===== src/rtl/led_pkg.sv =====
// Shared sizing helpers, bit-order mapping and state encodings for the LED frame sequencer.
package led_pkg;

   // Frame width in bits: 24 bits (GRB/RGB) per LED.
   function automatic int calc_fw(input int led_cnt);
      return led_cnt * 24;
   endfunction

   // Frame length in bytes: 3 bytes per LED.
   function automatic int calc_nb(input int led_cnt);
      return led_cnt * 3;
   endfunction

   // Latch gap in clock cycles.
   function automatic int calc_latch_cycles(input int clk_speed, input int latch_us);
      return clk_speed / 1_000_000 * latch_us;
   endfunction

   // I2C delivers MSB first; the driver shifts the frame LSB first, so each byte is mirrored.
   function automatic logic [7:0] bit_rev8(input logic [7:0] b);
      logic [7:0] r;
      for (int j = 0; j < 8; j++) r[j] = b[7-j];
      return r;
   endfunction

   typedef enum logic [1:0] {
      TX_READY = 2'd0,
      TX_REQ   = 2'd1,
      TX_SEND  = 2'd2,
      TX_LATCH = 2'd3
   } tx_state_e;

   typedef enum logic {
      RX_IDLE = 1'b0,
      RX_RECV = 1'b1
   } rx_state_e;

endpackage


===== src/rtl/led_latch_timer.sv =====
// Saturating up-counter that measures the LED latch gap; expired once it reaches CYCLES.
module led_latch_timer #(
   parameter int CYCLES = 10
) (
   input  logic clk,
   input  logic reset,
   input  logic load_i,
   output logic expired_o
);
   localparam int W = (CYCLES > 0) ? $clog2(CYCLES + 1) : 1;
   localparam logic [W-1:0] LIMIT = W'(CYCLES);

   logic [W-1:0] cnt_d, cnt_q;

   // Load restarts the gap; otherwise count up and hold at the limit.
   always_comb begin
      cnt_d = cnt_q;
      if (load_i)             cnt_d = '0;
      else if (cnt_q != LIMIT) cnt_d = cnt_q + W'(1);
   end

   // Out of reset the gap counts as already elapsed.
   always_ff @(posedge clk) begin
      if (reset) cnt_q <= LIMIT;
      else       cnt_q <= cnt_d;
   end

   assign expired_o = (cnt_q == LIMIT);

endmodule


===== src/rtl/led_frame_ctrl.sv =====
// Frame sequencer: collects an I2C write into a shadow buffer, commits it on STOP and
// hands it to the serial LED driver through req/ack while honouring the latch gap.
module led_frame_ctrl
   import led_pkg::*;
#(
   parameter  int LED_CNT   = 3,
   parameter  int CLK_SPEED = 25_000_000,
   parameter  int LATCH_US  = 50,
   localparam int FW        = calc_fw(LED_CNT),
   localparam int NB        = calc_nb(LED_CNT),
   localparam int CW        = $clog2(NB + 1)
) (
   input  logic          clk,
   input  logic          reset,
   input  logic [7:0]    byte_i,
   input  logic          byte_valid_i,
   input  logic          start_i,
   input  logic          stop_i,
   output logic [FW-1:0] frame_o,
   output logic          frame_req_o,
   input  logic          frame_ack_i,
   input  logic          busy_i,
   output logic [CW-1:0] byte_cnt_o,
   output logic          overflow_o,
   output logic          pending_o
);
   localparam int LATCH_CYCLES = calc_latch_cycles(CLK_SPEED, LATCH_US);
   localparam int IW = $clog2(FW);
   localparam logic [CW-1:0] NB_C = CW'(NB);

   // RX side
   rx_state_e     rx_state_d, rx_state_q;
   logic [CW-1:0] byte_cnt_d, byte_cnt_q;
   logic          ovf_d, ovf_q;
   logic [FW-1:0] shadow_d, shadow_q;
   logic          commit_d, commit_q;
   logic [IW-1:0] wr_base;

   // TX side
   tx_state_e     tx_state_d, tx_state_q;
   logic [FW-1:0] frame_d, frame_q;
   logic          req_d, req_q;
   logic          pending_d, pending_q;
   logic          tmr_load;
   logic          tmr_expired;

   assign wr_base = IW'({byte_cnt_q, 3'b000});

   // Receive FSM: same-cycle events apply in the order byte, stop, start.
   always_comb begin
      rx_state_d = rx_state_q;
      byte_cnt_d = byte_cnt_q;
      ovf_d      = ovf_q;
      shadow_d   = shadow_q;
      commit_d   = 1'b0;
      if (rx_state_q == RX_IDLE) begin
         if (start_i) begin
            rx_state_d = RX_RECV;
            byte_cnt_d = '0;
            ovf_d      = 1'b0;
         end
      end else begin
         if (byte_valid_i) begin
            if (byte_cnt_q != NB_C) begin
               shadow_d[wr_base +: 8] = bit_rev8(byte_i);
               byte_cnt_d             = byte_cnt_q + CW'(1);
            end else begin
               ovf_d = 1'b1;
            end
         end
         if (stop_i) begin
            commit_d   = (byte_cnt_d != '0);
            rx_state_d = RX_IDLE;
         end
         if (start_i) begin
            rx_state_d = RX_RECV;
            byte_cnt_d = '0;
            ovf_d      = 1'b0;
         end
      end
   end

   // Receive state registers.
   always_ff @(posedge clk) begin
      if (reset) begin
         rx_state_q <= RX_IDLE;
         byte_cnt_q <= '0;
         ovf_q      <= 1'b0;
         shadow_q   <= '0;
         commit_q   <= 1'b0;
      end else begin
         rx_state_q <= rx_state_d;
         byte_cnt_q <= byte_cnt_d;
         ovf_q      <= ovf_d;
         shadow_q   <= shadow_d;
         commit_q   <= commit_d;
      end
   end

   // Transmit FSM: one outstanding request; commits arriving meanwhile coalesce into pending.
   always_comb begin
      tx_state_d = tx_state_q;
      frame_d    = frame_q;
      req_d      = req_q;
      pending_d  = pending_q;
      tmr_load   = 1'b0;
      case (tx_state_q)
         TX_READY: begin
            if ((commit_q || pending_q) && tmr_expired && !busy_i) begin
               frame_d    = shadow_d;
               req_d      = 1'b1;
               pending_d  = 1'b0;
               tx_state_d = TX_REQ;
            end else if (commit_q) begin
               pending_d = 1'b1;
            end
         end
         TX_REQ: begin
            if (commit_q) pending_d = 1'b1;
            if (frame_ack_i) begin
               req_d      = 1'b0;
               tx_state_d = TX_SEND;
            end
         end
         TX_SEND: begin
            if (commit_q) pending_d = 1'b1;
            if (!busy_i) begin
               tmr_load   = 1'b1;
               tx_state_d = TX_LATCH;
            end
         end
         TX_LATCH: begin
            if (commit_q) pending_d = 1'b1;
            if (tmr_expired) tx_state_d = TX_READY;
         end
         default: tx_state_d = TX_READY;
      endcase
   end

   // Transmit state registers.
   always_ff @(posedge clk) begin
      if (reset) begin
         tx_state_q <= TX_READY;
         frame_q    <= '0;
         req_q      <= 1'b0;
         pending_q  <= 1'b0;
      end else begin
         tx_state_q <= tx_state_d;
         frame_q    <= frame_d;
         req_q      <= req_d;
         pending_q  <= pending_d;
      end
   end

   led_latch_timer #(
      .CYCLES (LATCH_CYCLES)
   ) u_latch_timer (
      .clk       (clk),
      .reset     (reset),
      .load_i    (tmr_load),
      .expired_o (tmr_expired)
   );

   assign frame_o     = frame_q;
   assign frame_req_o = req_q;
   assign byte_cnt_o  = byte_cnt_q;
   assign overflow_o  = ovf_q;
   assign pending_o   = pending_q;

endmodule


===== config.mk =====
export PLATFORM = sky130hd
export DESIGN_NAME = led_frame_ctrl
export DESIGN_NICKNAME = d
export VERILOG_FILES = /design/src/rtl/led_pkg.sv /design/src/rtl/led_latch_timer.sv /design/src/rtl/led_frame_ctrl.sv
export SDC_FILE = /design/constraint.sdc
export NUM_CORES = 1
export LEC_CHECK = 0
export ABC_AREA = 1
export CORE_ASPECT_RATIO = 1.2
export CORE_MARGIN = 8
export CORE_UTILIZATION = 52
export CTS_BUF_LIST = sky130_fd_sc_hd__clkbuf_4 sky130_fd_sc_hd__clkbuf_8
export CTS_CLUSTER_SIZE = 12
export DETAILED_ROUTE_END_ITERATION = 8
export GPL_ROUTABILITY_DRIVEN = 0
export GPL_TIMING_DRIVEN = 1
export PLACE_DENSITY = 0.78
export SYNTH_ARGS = -nofsm -noshare
export SYNTH_HDL_FRONTEND = slang
export SYNTH_SLANG_ARGS = --single-unit

===== constraint.sdc =====
create_clock -name clk -period 2.2 [get_ports clk]
set_input_delay 0.22 -clock clk [delete_from_list [all_inputs] [get_ports clk]]
set_output_delay 0.22 -clock clk [all_outputs]
set_load 0.005 [all_outputs]

==> summary.txt, run 1 <==
Power
  • Sequential power share: 0.513
  • Power share of the clock group: 0.360
  • Leak: 3.93 nW
  • Psw: 0.00169 W
  • PD cells: 703 nW/um^2
  • Total Power: 0.00624 W
  • Gate power share: 0.127
  • Sw Ratio: 0.271
  • Peak supply drop: 0.574 mV
  • Power Internal: 0.00455 W

Cells and area
  • Multi-input logic area: 3120 sq um
  • Nets@finish: around 1,200
  • Reg area: 3320 sq um
  • Antenna fix cells: 0
  • Layout area overhead: 21.0%
  • Fillcell total: between 1,000 and 1,500
  • Layout cells sized above 1: 0.0747

Floorplanning
  • Die extent in x: 124 um
  • Die area: 18,200 sq um
  • Num ports: 94
  • Initial Util: 0.531
  • Core area: 13,800 sq um
  • Die height: 146 um
  • Core Rows: 47

Placement
  • Detailed Place HPWL: between 10,000 and 15,000 um
  • PortBufs: 93

Hold path
  • Min-Delay Path Class: in2reg
  • Hold Startpoint: reset
  • Hold Path Depth: 2
  • Hold Path Sink: shadow_q[6]

Logic synthesis
  • Largest area contributor in the netlist: dfxtp_1
  • Syn nets: between 1,000 and 1,500
  • Post-synth top cells: 255 x nand2_1, 171 x inv_1, 166 x dfxtp_1
  • Flop and latch count out of synthesis: 166
  • Synth Warn #: 0
  • Number of synthesized flops with an enable pin: 0
  • Yosys top cell area share: 0.453
  • Area contributors post-synth: dfxtp_1 45%, nand2_1 13%, inv_1 8.7%
  • Mapped Cells: 1,063
  • Synth unique cells: 29
  • Part of the Yosys area used for sequential elements: 0.453
  • Async set-reset flop share out of synthesis: 0
  • Synthesized area: 7340 sq um
  • Count leader, synth: nand2_1
  • Synth Flop Type: dfxtp_1
  • Avg Synthesized Cell Area: 6.90 sq um

Setup path
  • CP Launch Type: register
  • Slowest stage delay, CP: between 0.3 and 0.4 ns
  • RR Startpoint: byte_cnt_o[1]
  • Worst-path fanout max: 24
  • Worst reg2reg path depth: 12
  • CP Depth: 12
  • R2r endpoint: frame_o[41]
  • Family with the most delay on the worst path: simple AND/OR/NAND/NOR gates
  • Kind of critical path: reg2reg
  • CP Data Arrival Time: 2.40 ns
  • WP data required: ~2.6 ns
  • Critical path buffer and inverter count: 3
  • Crit-path slowest cell: dfxtp_1
  • R2r setup slk: 0.17 ns
  • Critical-path cell list: inv_1 -> ha_1 -> inv_1 -> nand2_1 -> nand2_1 -> nand2_2 -> nor2_8 -> nand2_2 -> nand2_1 -> nand3_1 -> nand2_1 -> inv_1
  • Critical Path Sink Type: register
  • Worst path most repeated cell: nand2_1

STA
  • Worst clock skew: 0.0119 ns
  • Unrepaired setup endpoints after global routing: no
  • Total negative setup slack: 0 ns
  • Max_slew headroom: 0.723
  • Worst-Margin Slew: roughly 0.42 ns
  • Tmin final: 2.03 ns
  • Fmax: 491 MHz
  • # setup viols final: 0
  • Final Hold Viols: 0
  • Final Max Tran Viols: 0
  • Fin crit share: 0.925
  • Final Hold Slack: 0.0590 ns

Routing
  • Drt first pass iters: 5
  • Post-DRT Antenna Nets: 0
  • Vias: between 6,000 and 7,000
  • Vias/cell: 5.05
  • Wirelength, routed: between 15,000 and 20,000 um
  • DR iter-0 viols: 558
  • Routed len/inst: 13.6 um
  • Remaining routing DRC violations: 0

Global route
  • Global route overflow: 0
  • Largest net degree at the start of global routing: 73
  • First-pass GRT wire length: 29,700 um
  • Number of global-route vias before repair: ~6,200
  • Initial antenna violation count: 0
  • Total track usage: 0.195

Clock network
  • Clk buf depth: 2
  • Clock transition at path regs: approximately 0.09 ns
  • H-tree Lvls: 4
  • Num Clock Sinks: 166
  • TritonCTS clock tree: done
  • Root Buffer: clkbuf_8
  • Hold buffers post-CTS: 0
  • Num CTS Buffers: 17
  • Setup Buffers After CTS: 0
  • Post-cts resize count: 0
  • Clk_lat worst skew: 0.47 ns

Run status
  • Status: completed

Flow run
  • MaxCap Viol Count: 0
==> registers in the layout, summed over array words and instances, names as in the netlist <==
signal	flops
byte_cnt_o	4
tx_state_q	2
rx_state_q	1
frame_o	72
frame_req_o	1
overflow_o	1
u_latch_timer.cnt_q	11
commit_q	1
pending_o	1
shadow_q	72
==> metal layers <==
layer,track usage,vias to the layer above,part of all wire
met5,0,-,0
met4,0.0791,0,0.023
met3,0.0522,38,0.053
met2,0.325,202,0.49
met1,0.233,3018,0.44
li1,-,3480,-
==> worst reg2reg max path: stages (launching register included) <==
cell and delay [ns]:
dfxtp_1 0.35, inv_1 0.09, ha_1 0.22, inv_1 0.06, nand2_1 0.04, nand2_1 0.22, nand2_2 0.14, nor2_8 0.32
nand2_2 0.20, nand2_1 0.13, nand3_1 0.08, nand2_1 0.07, inv_1 0.04
==> worst max-delay path by stage <==
stage | start | end | slack, ns
after global placement | busy_i | frame_o[37] | 0.28
after floorplan | byte_cnt_o[0] | frame_o[53] | 0.13
after global routing | byte_cnt_o[1] | frame_o[62] | 0.008
after CTS | byte_cnt_o[1] | frame_o[49] | 0.18
final | byte_cnt_o[1] | frame_o[41] | 0.17
after detailed placement | byte_cnt_o[1] | frame_o[41] | 0.21
==> metrics by stage <==
step	setup slack, ns	cell area (sq um)	cells	utilization
global route	0.00761	8880	1335	0.643
finish	0.165	8880	1335	0.643
detailed placement	0.212	8470	1303	0.613
floorplan	0.128	7340	1063	-
CTS	0.182	8880	1335	0.643
global placement	0.284	8470	1303	0.613
==> layout make-up <==
| cell class | count | area share |
|---|---|---|
| repair buffers | 116 | 0.128 |
| multi-input cells | 672 | 0.352 |
| clock inverters | 10 | 0.0135 |
| clock buffers | 22 | 0.0327 |
| flip-flops and latches | 166 | 0.374 |
| inverters | 178 | 0.0755 |
| well taps | 171 | 0.0241 |
==> power by group through the flow <==
stage | Sequential, W | Clock (W) | Combinational, W
floorplan | 0.00325 | 0 | 0.000545
global placement | 0.00327 | 0 | 0.000775
detailed placement | 0.00327 | 0 | 0.000790
CTS | 0.00320 | 0.00228 | 0.000794
global route | 0.00322 | 0.00240 | 0.000904
finish | 0.00320 | 0.00225 | 0.000792
==> cell families (layout without fill, tap and decap cells) <==
kind of cell             Yosys count  in the layout  synth area share
adder cells (fa/ha/maj)           12             12            0.0205
AO/OA/AOI/OAI                    153            153             0.106
AND/OR/NAND/NOR                  504            504             0.295
buffers and inverters            225            326             0.123
XOR/XNOR                           3              3           0.00358
flip-flops                       166            166             0.453
==> placed cells by master (no fill, tap or decap), types with 3 or more instances in the layout <==
cell type	netlist	final
clkbuf_8	0	20
xor2_1	3	3
nor2_4	2	3
nand4_1	7	7
a31oi_1	3	3
nand3_1	117	117
ha_1	12	12
o21ai_1	3	3
o21ai_0	17	17
nand2_1	255	255
nor3_1	10	10
buf_4	6	21
clkdlybuf4s50_1	0	92
inv_2	6	6
nand2_2	12	12
nor2_2	4	4
buf_12	0	3
dfxtp_1	166	166
a21oi_1	127	127
inv_1	171	171
nor2_1	92	91
No activity file was read; power rests on OpenSTA's default activity.
==> run 2: changes to the inputs <==
--- a/config.mk
+++ b/config.mk
@@ -8,13 +8,13 @@
 export ABC_AREA = 1
 export CORE_ASPECT_RATIO = 1.2
 export CORE_MARGIN = 8
-export CORE_UTILIZATION = 52
+export CORE_UTILIZATION = 57
 export CTS_BUF_LIST = sky130_fd_sc_hd__clkbuf_4 sky130_fd_sc_hd__clkbuf_8
 export CTS_CLUSTER_SIZE = 12
 export DETAILED_ROUTE_END_ITERATION = 8
 export GPL_ROUTABILITY_DRIVEN = 0
 export GPL_TIMING_DRIVEN = 1
-export PLACE_DENSITY = 0.78
+export PLACE_DENSITY = 0.81
 export SYNTH_ARGS = -nofsm -noshare
 export SYNTH_HDL_FRONTEND = slang
 export SYNTH_SLANG_ARGS = --single-unit
==> constraint.sdc (replaced) <==
create_clock -name clk -period 2.25 [get_ports clk]
set_input_delay 0.225 -clock clk [delete_from_list [all_inputs] [get_ports clk]]
set_output_delay 0.225 -clock clk [all_outputs]
set_load 0.005 [all_outputs]
==> run 2 against run 1 <==
Net effect: die area fell by 7.8%; first-iteration DRC count rose by 2.3%; worst hold slack improved by 0.10 ns; clock skew fell by 0.0022 ns; sequential share of layout area barely moved; largest cell class unchanged.
==> summary.txt, run 2 (synthesis results as in run 1) <==
Setup path
  • Kind of critical path: reg2reg
  • Critical Path Sink Type: register
  • CP Launch Type: register
  • WP data required: between 2 and 3 ns
  • CP Data Arrival Time: 2.41 ns
  • Worst-path fanout max: 16

Cells and area
  • Commonest non-fill, non-tap cells in the layout: 255 x nand2_1, 171 x inv_1, 166 x dfxtp_1, 127 x a21oi_1, 117 x nand3_1
  • Fillcell total: 1,071
  • Nets@finish: roughly 1,200
  • Layout cells sized above 1: 0.0739
  • Antenna fix cells: 0
  • Commonest non-fill, non-tap cell in the layout: nand2_1
  • Layout area overhead: 21.0%

Routing
  • Vias/cell: 5.12
  • Wirelength, routed: 17,900 um
  • Routed len/inst: 13.5 um
  • Drt first pass iters: 5
  • Remaining routing DRC violations: 0
  • Post-DRT Antenna Nets: 0
  • Vias: about 6,800
  • DR iter-0 viols: 571

Global route
  • First-pass GRT wire length: 29,900 um
  • Initial antenna violation count: 0
  • Number of global-route vias before repair: roughly 6,600
  • Global route overflow: 0
  • Largest net degree at the start of global routing: 91
  • Total track usage: 0.216

Floorplanning
  • Num ports: between 90 and 100
  • Initial Util: 0.582
  • Die extent in x: 120 um
  • Core Rows: 45
  • Core area: 12,600 sq um
  • Die area: 16,800 sq um
  • Die height: around 140 um

Clock network
  • Clk_lat worst skew: 0.47 ns
  • Clk buf depth: 2
  • H-tree Lvls: 4
  • Root Buffer: clkbuf_8
  • Num CTS Buffers: 17
  • Setup Buffers After CTS: 0
  • Hold buffers post-CTS: 0
  • TritonCTS clock tree: done
  • Clock transition at path regs: 0.09 ns
  • Num Clock Sinks: 166

STA
  • Unrepaired setup endpoints after global routing: no
  • Max_slew headroom: 0.712
  • Total negative setup slack: 0 ns
  • Final WS setup: ~0.21 ns
  • Tmin final: 2.04 ns
  • Worst-Margin Slew: 0.432 ns
  • # setup viols final: 0
  • Fmax: 490 MHz
  • Fin crit share: 0.907
  • Worst clock skew: 0.00969 ns
  • Final Max Tran Viols: 0
  • Final Hold Viols: 0

Placement
  • Pre-CTS setup slack: about 0.23 ns
  • Detailed Place HPWL: 12,800 um
  • PortBufs: 93

Power
  • PD cells: 688 nW/um^2
  • Leak: 3.92 nW
  • Total Power: approximately 0.006 W
  • Peak supply drop: 0.513 mV

Flow run
  • MaxCap Viol Count: 0

Run status
  • Status: completed

Hold path
  • Min-Delay Path Class: in2reg
-- run 2: cell types whose count changed in the layout (fill, tap and decap cells not counted), sizes merged --
cell | before | now
clkinv | 4 | 2
clkbuf | 22 | 25
inv | 180 | 178
buf | 24 | 23
clkinvlp | 2 | 3
-- run 2: worst paths after layout --
kind / startpoint / endpoint / slack, ns / depth (start not counted)
setup / recovery: byte_cnt_o[0] / frame_o[44] / 0.21 / 12
hold / removal: reset / shadow_q[64] / 0.16 / 2
setup reg to reg: byte_cnt_o[0] / frame_o[44] / 0.21 / 12
hold reg to reg: shadow_q[41] / shadow_q[41] / 0.47 / 2
-- run 2: what timing repair did --
action,4_1_cts,5_1_grt
resized for setup,0,1
setup endpoints to repair,0,7
hold endpoints to repair,0,0
-- run 2: critical path: stages, from the launching register on --
cell and delay [ns]:
dfxtp_1 0.33, buf_4 0.20, ha_1 0.23, nand3_2 0.10, nand2_2 0.11, inv_2 0.18
nand2_1 0.15, inv_2 0.18, nand2_2 0.15, nand2_1 0.13, nand3_1 0.08, nand2_1 0.06
inv_1 0.03
-- run 2: final cells by class --
type | instances | area, sq um | share of cell area
clock inverters | 7 | 92.6 | 0.0104
flip-flops and latches | 166 | 3320 | 0.374
multi-input cells | 672 | 3130 | 0.353
clock buffers | 25 | 325 | 0.0366
inverters | 178 | 671 | 0.0755
repair buffers | 115 | 1130 | 0.127
well taps | 164 | 205 | 0.0231
-- run 2: report_power, final --
part / total (W) / leakage [nW] / internal, W / switching, W
combinational: 0.000768 / 2.38 / 0.000306 / 0.000462
clock: 0.00222 / 0.209 / 0.00117 / 0.00105
sequential: 0.00313 / 1.34 / 0.00304 / 0.0000936
-- run 2: stage by stage --
| stage | hold slack (ns) | util | cell area (sq um) | std cells |
|---|---|---|---|---|
| 6_report | 0.161 | 0.704 | 8880 | 1327 |
| 3_5_place_dp | 0.461 | 0.670 | 8450 | 1295 |
| 3_3_place_gp | 0.455 | 0.670 | 8450 | 1295 |
| 5_1_grt | 0.154 | 0.704 | 8880 | 1327 |
| 4_1_cts | 0.147 | 0.703 | 8870 | 1327 |
| 2_1_floorplan | 0.297 | - | 7340 | 1063 |
-- run 2: routing by layer --
metal | share of wire | vias up | track usage | wire length (um)
li1 | - | 3487 | - | -
met1 | 0.43 | 3076 | 0.250 | 7720
met2 | 0.48 | 190 | 0.360 | 8690
met3 | 0.056 | 39 | 0.0559 | 1010
met4 | 0.029 | 0 | 0.108 | 527
met5 | 0 | - | 0 | 0
==> run 3: changes to the inputs <==
--- a/config.mk
+++ b/config.mk
@@ -17,4 +17,5 @@
 export PLACE_DENSITY = 0.81
 export SYNTH_ARGS = -nofsm -noshare
 export SYNTH_HDL_FRONTEND = slang
+export SYNTH_HIERARCHICAL = 1
 export SYNTH_SLANG_ARGS = --single-unit
==> run 3 against run 2 <==
Net effect: final cell count decreased by 3.6%; combinational power increased by 3.9%; critical path depth increased by 1; total power decreased by 3.0%; largest power group unchanged; non-clock buffer count increased by 15; first-iteration DRC count decreased by 16%; clock power decreased by 9.5%; clock skew increased by 0.0011 ns; via count decreased by 0.87%.
==> summary.txt, run 3 <==
Cells and area
  • Layout cells sized above 1: 0.128
  • Fin cells: between 1,000 and 1,500
  • Final Cell Area: 9060 sq um
  • Reg area: between 3000 and 4000 sq um
  • Fillcell total: slightly above 1,000
  • Multi-input logic area: ~3300 sq um
  • Nets@finish: between 1,000 and 1,500
  • Commonest non-fill, non-tap cell in the layout: nand2_1
  • Layout area overhead: 24.0%
  • Antenna fix cells: 0
  • Commonest non-fill, non-tap cells in the layout: 180 x nand2_1, 164 x dfxtp_1, 153 x nand3_1, 124 x inv_1, 92 x clkdlybuf4s50_1

Global route
  • Met1 Use GR: 0.259
  • Global route overflow: 0
  • Total track usage: 0.220
  • Initial antenna violation count: 0
  • GR peak layer: met2
  • Largest net degree at the start of global routing: 78
  • First-pass GRT wire length: 30,200 um
  • GR Util met3: 0.0466
  • Number of global-route vias before repair: 6,292
  • M2 GR Usage: 0.382

STA
  • Worst-Margin Slew: 0.857 ns
  • Final Max Tran Viols: 0
  • Tmin final: 2.18 ns
  • Fin crit share: 0.968
  • Final Hold Slack: 0.124 ns
  • Fmax: ~460 MHz
  • Final Hold Viols: 0
  • Worst clock skew: 0.0108 ns
  • # setup viols final: 0
  • Max_slew headroom: 0.429

Power
  • Total Power: between 0.005 and 0.006 W
  • Leak: around 4.1 nW
  • Peak supply drop: 0.447 mV
  • PD cells: 654 nW/um^2

Setup path
  • Crit. Startpoint: u_latch_timer/cnt_q[0]
  • CP Launch Type: register
  • Critical path buffer and inverter count: 4
  • Crit path to: frame_req_o
  • RR Startpoint: u_latch_timer/cnt_q[0]
  • Kind of critical path: reg2reg
  • Critical-path cell list: inv_2 -> ha_2 -> nand2_1 -> nor2_2 -> nand3_2 -> clkinv_2 -> nand2_1 -> or2_4 -> nor2_4 -> buf_12 -> clkinvlp_4 -> or2_0 -> a21oi_1
  • R2r endpoint: frame_req_o
  • Worst-path fanout max: 8
  • Worst path most repeated cell: nand2_1
  • R2r setup slk: ~0.072 ns
  • CP Data Arrival Time: between 2 and 3 ns
  • Slowest stage delay, CP: 0.35 ns
  • Crit-path slowest cell: dfxtp_4
  • Family with the most delay on the worst path: simple AND/OR/NAND/NOR gates
  • Critical Path Sink Type: register
  • CP Depth: 13
  • Worst reg2reg path depth: 13
  • WP data required: 2.63 ns

Logic synthesis
  • Synth Flop Type: dfxtp_1
  • Synth Warn #: 6
  • Syn nets: 1,029
  • Flop and latch count out of synthesis: 166
  • Avg Synthesized Cell Area: about 7.3 sq um
  • Yosys top cell area share: 0.455
  • Part of the Yosys area used for sequential elements: 0.455
  • Largest area contributor in the netlist: dfxtp_1
  • Mapped Cells: roughly 1,000
  • Count leader, synth: nand2_1
  • Synth unique cells: 30
  • Number of synthesized flops with an enable pin: 0
  • Synthesized area: between 7000 and 8000 sq um
  • Async set-reset flop share out of synthesis: 0
  • Post-synth top cells: 183 x nand2_1, 166 x dfxtp_1, 153 x nand3_1
  • Area contributors post-synth: dfxtp_1 45%, nand3_1 10%, nand2_1 9.4%

Placement
  • Post-Place Cells: 1,237
  • PortBufs: 93
  • Detailed Place HPWL: between 10,000 and 15,000 um
  • Placed cell area: 8510 sq um

Routing
  • Vias: 6,733
  • DR iter-0 viols: 482
  • Post-DRT Antenna Nets: 0
  • Remaining routing DRC violations: 0
  • Wirelength, routed: roughly 19,000 um
  • Vias/cell: between 5 and 6
  • Routed len/inst: 14.6 um
  • Drt first pass iters: 5

Floorplanning
  • Die height: 140 um
  • Die area: between 15,000 and 20,000 sq um
  • Die extent in x: 119 um
  • Core Rows: 45
  • Core area: 12,600 sq um
  • Initial Util: 0.579
  • Num ports: 94

Run status
  • Status: completed

Clock network
  • Root Buffer: clkbuf_8
  • TritonCTS clock tree: done
  • H-tree Lvls: 4
  • Num CTS Buffers: 17
  • Hold buffers post-CTS: 0
  • Clk_lat worst skew: 0.46 ns
  • Num Clock Sinks: 166
  • Clock transition at path regs: 0.09 ns
  • Clk buf depth: 2

Flow run
  • MaxCap Viol Count: 0

Hold path
  • Min-Delay Path Class: in2reg
run 3: kinds of logic (layout without fill, tap and decap cells):
family / after synthesis / in the layout / share of synthesized area
compound gates: 140 / 140 / 0.105
xor+xnor: 5 / 5 / 0.00599
buf+inv: 181 / 293 / 0.0966
flops: 166 / 166 / 0.455
simple gates: 500 / 500 / 0.319
fa+ha+maj: 11 / 11 / 0.0188
run 3: worst register-to-register path, delay by kind of cell, from the launching register on:
family | cells | cell delay (ns)
adder cells (fa/ha/maj) | 1 | 0.17
flip-flops | 1 | 0.35
buffers and inverters | 4 | 0.45
AO/OA/AOI/OAI | 1 | 0.15
AND/OR/NAND/NOR | 7 | 1.00
run 3: per-stage QoR:
| step | setup slack [ns] | util | setup TNS [ns] |
|---|---|---|---|
| after global placement | 0.178 | 0.675 | 0 |
| after detailed placement | 0.106 | 0.675 | 0 |
| after global routing | -0.0726 | 0.718 | -0.107 |
| after CTS | 0.0761 | 0.704 | 0 |
| final | 0.0723 | 0.718 | 0 |
| after floorplan | 0.0402 | - | 0 |
run 3: per-layer routing:
layer,share of wire,wire (um),vias to the layer above
met5,0,0,-
met3,0.053,985,37
met1,0.43,8010,3104
met2,0.50,9290,181
met4,0.022,418,0
li1,-,-,3411
run 3: what timing repair did:
action,4_1_cts,5_1_grt
resized for setup,0,15
setup buffers,0,8
setup endpoints to repair,0,70
run 3: cell type report:
class	count	share of cell area
Sequential cell	166	0.367
Multi-Input combinational cell	656	0.364
Timing Repair Buffer	130	0.151
Inverter	132	0.0552
Clock buffer	17	0.0258
Tap cell	164	0.0227
Clock inverter	14	0.0140
run 3: worst min-delay path by stage:
stage	start	to	depth (start not counted)	slack, ns
3_3_place_gp	shadow_q[49]	shadow_q[49]	2	0.46
6_report	reset	u_latch_timer/cnt_q[0]	4	0.12
5_1_grt	reset	u_latch_timer/cnt_q[6]	4	0.16
2_1_floorplan	start_i	overflow_o	1	0.30
3_5_place_dp	shadow_q[48]	shadow_q[48]	2	0.46
4_1_cts	reset	u_latch_timer/cnt_q[7]	4	0.12
run 3: power breakdown:
group | internal, W | total, W | switching, W
Sequential | 0.00304 | 0.00312 | 0.0000812
Combinational | 0.000327 | 0.000798 | 0.000471
Clock | 0.000879 | 0.00201 | 0.00113
